==> src/rtl/sgpio_pkg.sv <==
// Shared SGPIO definitions: receiver FSM encoding, frame width default, error-counter width.
package sgpio_pkg;

   // Also used by the baseboard transmitter, so both ends agree on frame length.
   localparam int unsigned NUM_BITS_DEF = 36;
   localparam int unsigned ERR_CNT_W    = 8;

   typedef enum logic [1:0] {
      ST_IDLE    = 2'd0,
      ST_SHIFT   = 2'd1,
      ST_WAIT_LD = 2'd2
   } sgpio_state_e;

   function automatic logic [ERR_CNT_W-1:0] sat_inc(input logic [ERR_CNT_W-1:0] v);
      return (v == {ERR_CNT_W{1'b1}}) ? v : v + ERR_CNT_W'(1);
   endfunction

endpackage

==> src/rtl/sgpio_sync.sv <==
// SGPIO input synchroniser with CK rising-edge detect; LD and DATA are delayed
// to stay aligned with the detected CK edge.
module sgpio_sync #(
   parameter int unsigned SYNC_STAGES = 2
) (
   input  logic i_clk,
   input  logic i_rst_n,
   input  logic i_ck,
   input  logic i_ld,
   input  logic i_data,
   output logic o_ck_rise,
   output logic o_ld_s,
   output logic o_data_s
);

   logic [SYNC_STAGES-1:0] r_ck_sync;
   logic [SYNC_STAGES-1:0] r_ld_sync;
   logic [SYNC_STAGES-1:0] r_data_sync;
   logic                   r_ck_prev;

   always_ff @(posedge i_clk or negedge i_rst_n) begin
      if (!i_rst_n) begin
         r_ck_sync   <= '0;
         r_ld_sync   <= '0;
         r_data_sync <= '0;
         r_ck_prev   <= 1'b0;
         o_ck_rise   <= 1'b0;
         o_ld_s      <= 1'b0;
         o_data_s    <= 1'b0;
      end else begin
         r_ck_sync   <= {r_ck_sync[SYNC_STAGES-2:0], i_ck};
         r_ld_sync   <= {r_ld_sync[SYNC_STAGES-2:0], i_ld};
         r_data_sync <= {r_data_sync[SYNC_STAGES-2:0], i_data};
         r_ck_prev   <= r_ck_sync[SYNC_STAGES-1];
         // All three outputs come from the same stage, so LD/DATA match the CK edge.
         o_ck_rise   <= r_ck_sync[SYNC_STAGES-1] & ~r_ck_prev;
         o_ld_s      <= r_ld_sync[SYNC_STAGES-1];
         o_data_s    <= r_data_sync[SYNC_STAGES-1];
      end
   end

endmodule

==> src/rtl/sgpio_stream_rx.sv <==
// SGPIO frame receiver: deserialises one ACT_LED frame per SGPIO_LD period with
// framing-error and link-timeout handling. Optional macro: SGPIO_DOUBLE_FRAME_EN.
module sgpio_stream_rx
   import sgpio_pkg::*;
#(
   parameter int unsigned NUM_BITS    = NUM_BITS_DEF,
   parameter int unsigned TIMEOUT_CYC = 50000,
   parameter int unsigned SYNC_STAGES = 2
) (
   input  logic                 SYSCLK,
   input  logic                 RESET_N,
   input  logic                 SGPIO_CK,
   input  logic                 SGPIO_LD,
   input  logic                 SGPIO_DATA,
   output logic [NUM_BITS-1:0]  ACT_LED,
   output logic                 FRAME_VALID,
   output logic                 FRAME_ERR,
   output logic                 LINK_OK,
   output logic [ERR_CNT_W-1:0] ERR_CNT
);

   localparam int unsigned CNT_W = $clog2(NUM_BITS + 1);
   localparam int unsigned TO_W  = $clog2(TIMEOUT_CYC + 1);

   logic                w_ck_rise;
   logic                w_ld;
   logic                w_data;
   logic                w_to_hit;
   logic [NUM_BITS-1:0] w_first;
   logic [NUM_BITS-1:0] w_next;

   sgpio_state_e        r_state;
   logic [NUM_BITS-1:0] r_shift;
   logic [CNT_W-1:0]    r_cnt;
   logic [TO_W-1:0]     r_to_cnt;
`ifdef SGPIO_DOUBLE_FRAME_EN
   logic [NUM_BITS-1:0] r_cand;
   logic                r_cand_vld;
`endif

   sgpio_sync #(
      .SYNC_STAGES (SYNC_STAGES)
   ) u_sync (
      .i_clk     (SYSCLK),
      .i_rst_n   (RESET_N),
      .i_ck      (SGPIO_CK),
      .i_ld      (SGPIO_LD),
      .i_data    (SGPIO_DATA),
      .o_ck_rise (w_ck_rise),
      .o_ld_s    (w_ld),
      .o_data_s  (w_data)
   );

   // Right shift: after NUM_BITS captures the first bit sits in bit 0.
   assign w_first  = {w_data, {(NUM_BITS-1){1'b0}}};
   assign w_next   = {w_data, r_shift[NUM_BITS-1:1]};
   assign w_to_hit = ~w_ck_rise && (r_to_cnt == TO_W'(TIMEOUT_CYC - 1));

   always_ff @(posedge SYSCLK or negedge RESET_N) begin
      if (!RESET_N) begin
         r_state     <= ST_IDLE;
         r_shift     <= '0;
         r_cnt       <= '0;
         r_to_cnt    <= '0;
         ACT_LED     <= '0;
         FRAME_VALID <= 1'b0;
         FRAME_ERR   <= 1'b0;
         LINK_OK     <= 1'b0;
         ERR_CNT     <= '0;
`ifdef SGPIO_DOUBLE_FRAME_EN
         r_cand      <= '0;
         r_cand_vld  <= 1'b0;
`endif
      end else begin
         FRAME_VALID <= 1'b0;
         FRAME_ERR   <= 1'b0;

         if (w_ck_rise)
            r_to_cnt <= '0;
         else if (r_to_cnt != TO_W'(TIMEOUT_CYC))
            r_to_cnt <= r_to_cnt + TO_W'(1);

         if (w_to_hit) begin
            // Link lost: blank the LEDs and wait for a fresh LD.
            LINK_OK <= 1'b0;
            ACT_LED <= '0;
            r_state <= ST_IDLE;
            r_cnt   <= '0;
`ifdef SGPIO_DOUBLE_FRAME_EN
            r_cand_vld <= 1'b0;
`endif
         end else begin
            case (r_state)
               ST_IDLE: begin
                  if (w_ck_rise && w_ld) begin
                     r_shift <= w_first;
                     r_cnt   <= CNT_W'(1);
                     r_state <= ST_SHIFT;
                  end
               end
               ST_SHIFT: begin
                  if (r_cnt == CNT_W'(NUM_BITS)) begin
`ifdef SGPIO_DOUBLE_FRAME_EN
                     if (r_cand_vld && (r_cand == r_shift)) begin
                        ACT_LED     <= r_shift;
                        FRAME_VALID <= 1'b1;
                        LINK_OK     <= 1'b1;
                     end else begin
                        r_cand     <= r_shift;
                        r_cand_vld <= 1'b1;
                     end
`else
                     ACT_LED     <= r_shift;
                     FRAME_VALID <= 1'b1;
                     LINK_OK     <= 1'b1;
`endif
                     r_cnt   <= '0;
                     r_state <= ST_WAIT_LD;
                  end else if (w_ck_rise) begin
                     if (w_ld) begin
                        // Early LD: drop the partial frame, restart on this bit.
                        FRAME_ERR <= 1'b1;
                        ERR_CNT   <= sat_inc(ERR_CNT);
                        r_shift   <= w_first;
                        r_cnt     <= CNT_W'(1);
`ifdef SGPIO_DOUBLE_FRAME_EN
                        r_cand_vld <= 1'b0;
`endif
                     end else begin
                        r_shift <= w_next;
                        r_cnt   <= r_cnt + CNT_W'(1);
                     end
                  end
               end
               ST_WAIT_LD: begin
                  if (w_ck_rise) begin
                     if (w_ld) begin
                        r_shift <= w_first;
                        r_cnt   <= CNT_W'(1);
                        r_state <= ST_SHIFT;
                     end else begin
                        FRAME_ERR <= 1'b1;
                        ERR_CNT   <= sat_inc(ERR_CNT);
                        r_state   <= ST_IDLE;
`ifdef SGPIO_DOUBLE_FRAME_EN
                        r_cand_vld <= 1'b0;
`endif
                     end
                  end
               end
               default: r_state <= ST_IDLE;
            endcase
         end
      end
   end

endmodule

==> config.mk <==
export PLATFORM = sky130hd
export DESIGN_NAME = sgpio_stream_rx
export DESIGN_NICKNAME = d
export VERILOG_FILES = /design/src/rtl/sgpio_pkg.sv /design/src/rtl/sgpio_sync.sv /design/src/rtl/sgpio_stream_rx.sv
export SDC_FILE = /design/constraint.sdc
export NUM_CORES = 1
export LEC_CHECK = 0
export CAP_MARGIN = 20
export CELL_PAD_IN_SITES_DETAIL_PLACEMENT = 0
export CELL_PAD_IN_SITES_GLOBAL_PLACEMENT = 2
export CORE_MARGIN = 10
export CORE_UTILIZATION = 36
export CTS_BUF_LIST = sky130_fd_sc_hd__clkbuf_16
export DETAILED_ROUTE_END_ITERATION = 10
export GPL_ROUTABILITY_DRIVEN = 0
export PLACE_DENSITY_LB_ADDON = 0.1
export REMOVE_ABC_BUFFERS = 1
export SLEW_MARGIN = 20
export SYNTH_ARGS = -nofsm -noshare
export SYNTH_HDL_FRONTEND = slang
export SYNTH_HIERARCHICAL = 1
export SYNTH_SLANG_ARGS = --single-unit
export TNS_END_PERCENT = 50
==> constraint.sdc <==
create_clock -name SYSCLK -period 2.5 [get_ports SYSCLK]
set_clock_uncertainty 0.15 [all_clocks]
set_input_delay 0.625 -clock SYSCLK [delete_from_list [all_inputs] [get_ports SYSCLK]]
set_output_delay 0.625 -clock SYSCLK [all_outputs]
set_load 0.02 [all_outputs]
==> impl_metrics.ini <==
[synth]
avgSynthCellArea_um2 = 9.614
ys_warn_count = 6
synth_edf_count = 0
syn_area_mm2 = 0.005076
yosysSeqAreaShare_pct = 57.68
ys_types = 45
synth-seq-cells = 117
ys.flop_type = dfrtp_1
synth_cells = 528
async_flop_share_pct = 100.0

[worst_setup_path]
path_max_fanout = 12
startpoint = r_to_cnt[0]
cp.arrival_ns = 2.46
cp-start-kind = flip-flop
r2r_start = r_to_cnt[0]
reg2reg_depth = 5
worstSetupEndpointType = flip-flop
path_class = flip-flop to flip-flop
required_ns = 2.64

[grt]
grt_use_total_pct = 12.08
grt_pass1_vias = 3753
grt_antenna_before_repair = 0
use_met1_pct = 15.55
grt-ovfl-total = 0
grt_busiest_layer = met2
grt_pass1_wl_um = 19230
use_met3_pct = 4.589
grt_max_degree = 42
grt_use_met2_pct = 18.37

[hold_path]
worstHoldStart = u_sync/r_ck_sync[0]
worstHoldPathType = flip-flop to flip-flop
whs_path_depth = 0

[clock_network]
cts.clk_slew.worst_paths_ns = 0.06
cts_root_buffer = clkbuf_16
cts_tree = done
cts_max_path_buffers = 2
htree_levels = 4
clkLatencyLatePin_ns = 0.40
clkSinkCount = 117
cts_buffers = 17

[detailed_routing]
vias_per_cell = 4.782
firstDrtPassIters = 4
wl_per_cell_um = 14.63
ant_nets = 0
num_vias = 3701
wl_um = 11320
drt_drc_violations_left = 0
dr.first_iter.drc_count = 190

[place]
placed_cell_area_mm2 = 0.005834
hpwl_um = 7481
port_buffers = 51

[cells_and_area]
nNetsFinal = 596
drive_gt1_share_pct = 9.933
design_area_mm2 = 0.006434
antenna_cells = 0
areaGrowthSynthToFinish_pct = 26.74

[timing]
fmax_mhz = 431.7
worst_pin_slew_ns = 0.5754
rsz0062_at_grt = false
finalCritPeriodShare_pct = 92.65
layout_min_cycle_time_ns = 2.316
drv_slew = 0
fin_tns_setup_ns = 0
setup_viol = 0
finalHoldViolations = 0
slew_headroom_pct = 61.29

[pwr]
p_per_area_mw_per_mm2 = 922.5
p_leak_nw = 2.778
vdd_drop_max_uv = 456.4

[floorplan]
core_area_mm2 = 0.01383
dieArea_mm2 = 0.01925
die-height_um = 138.7
rows = 43
die_w_um = 138.7
floorplan.initialDensity_pct = 36.71
ios = 52

[run]
maxCapViolCount = 0

[outcome]
status = finished, final reports clean
area by class of cell:
| type | count | area (µm²) |
|---|---|---|
| flip-flops and latches | 117 | 2928 |
| clock buffers | 17 | 425.4 |
| fillers | 1314 | 7393 |
| clock inverters | 15 | 163.9 |
| inverters | 12 | 45.04 |
| repair buffers | 64 | 670.6 |
| multi-input cells | 369 | 1976 |
| well taps | 180 | 225.2 |
registers in the layout, indices dropped and copies added, names as in the netlist, 2 cells and up:
register,flops
u_sync/r_ld_sync,2
u_sync/r_ck_sync,2
r_cnt,6
ERR_CNT,8
r_shift,36
r_to_cnt,16
u_sync/r_data_sync,2
ACT_LED,36
r_state,2
power by group:
group	total (W)	switching [W]	internal (W)
combinational	0.00132	0.000812	0.000510
sequential	0.00219	0.000163	0.00203
clock	0.00242	0.000871	0.00155
total	0.00593	0.00185	0.00409
cell usage in the layout (no fill, tap or decap), drive strengths merged, types with 3 or more instances in the layout:
cell type      Yosys  final
nand2            153    153
dfrtp            117    117
clkdlybuf4s50      0     50
a21oi             44     44
o21ai             37     37
nor2              34     34
nand3             18     18
clkbuf            16     17
xor2              14     14
inv               12     14
buf               14     13
xnor2             11     11
ha                10     10
nor3               8      8
clkinv             0      8
mux2i              6      6
nand4              3      3
nor4               3      3
bufinv             0      3
nor2b              3      3
repair_timing:
action	4_1_cts	5_1_grt
hold buffers	1	0
setup buffers	0	0
setup endpoints to repair	0	0
gates resized for setup	0	0
hold endpoints to repair	22	0
worst max-delay path, stage by stage (launching register included):
cell	delay, ns
dfrtp_1	0.41
ha_1	0.24
nand3_1	0.11
or3_1	0.47
o211ai_4	0.43
mux2_2	0.39
stage by stage:
step                      worst slack [ns]  power, W  util, %  hold WS (ns)  instances
after CTS                           0.1669  0.006027    46.53        0.2035        774
after global placement              0.2263  0.003533    42.20        0.1895        741
final                               0.1838  0.005935    46.53        0.1991        774
after global routing               0.02352  0.006278    46.53        0.2134        774
after floorplan                    -0.3909  0.003006        -        0.1794        498
after detailed placement            0.1755  0.003561    42.20        0.1912        741
worst paths after layout:
kind / to / slack (ns)
max reg2reg: r_shift[35] / 0.18
max: r_shift[35] / 0.18
min in group asynchronous: ACT_LED[22] / 0.53
max in group asynchronous: FRAME_VALID / 0.97
min: u_sync/r_ck_sync[1] / 0.20
min reg2reg: u_sync/r_ck_sync[1] / 0.20
metal layers:
| metal | wire, µm | vias up | part of all wire [%] |
|---|---|---|---|
| met5 | 0 | - | 0 |
| met4 | 154 | 0 | 1.4 |
| met3 | 483 | 9 | 4.3 |
| met2 | 5231 | 44 | 46 |
| met1 | 5453 | 1803 | 48 |
| li1 | - | 1845 | - |
cells in the mapped netlist (2+ instances only):
cell type	n	share of area [%]
clkbuf_2	3	0.30
o21ai_1	5	0.49
buf_4	4	0.59
dfrtp_1	117	58
and3_1	2	0.25
buf_2	10	0.99
xor2_1	14	2.4
nand4_1	3	0.37
o21ai_0	31	3.1
mux2i_1	6	1.2
ha_1	10	2.5
nor3_1	8	0.79
clkbuf_1	13	0.96
nor2b_1	2	0.25
xnor2_1	11	1.9
or3_1	2	0.25
a21oi_1	44	4.3
nor3b_1	2	0.30
nand2b_1	2	0.25
nand3_1	17	1.7
nor2_1	33	2.4
inv_1	12	0.89
nand2_1	153	11
nor4_1	3	0.37
cells by family after synthesis:
logic type                 count (synthesis)  share of synthesized area, %
adders and majority gates                 10                         2.465
xor gates and xnor gates                  25                         4.314
buffers and inverters                     42                         3.722
and+or+nand+nor                          236                         20.06
muxes                                      8                         1.627
DFF                                      117                         57.68
AOI/OAI and AO/OA                         90                         10.13
No activity file was read; power rests on OpenSTA's default activity.
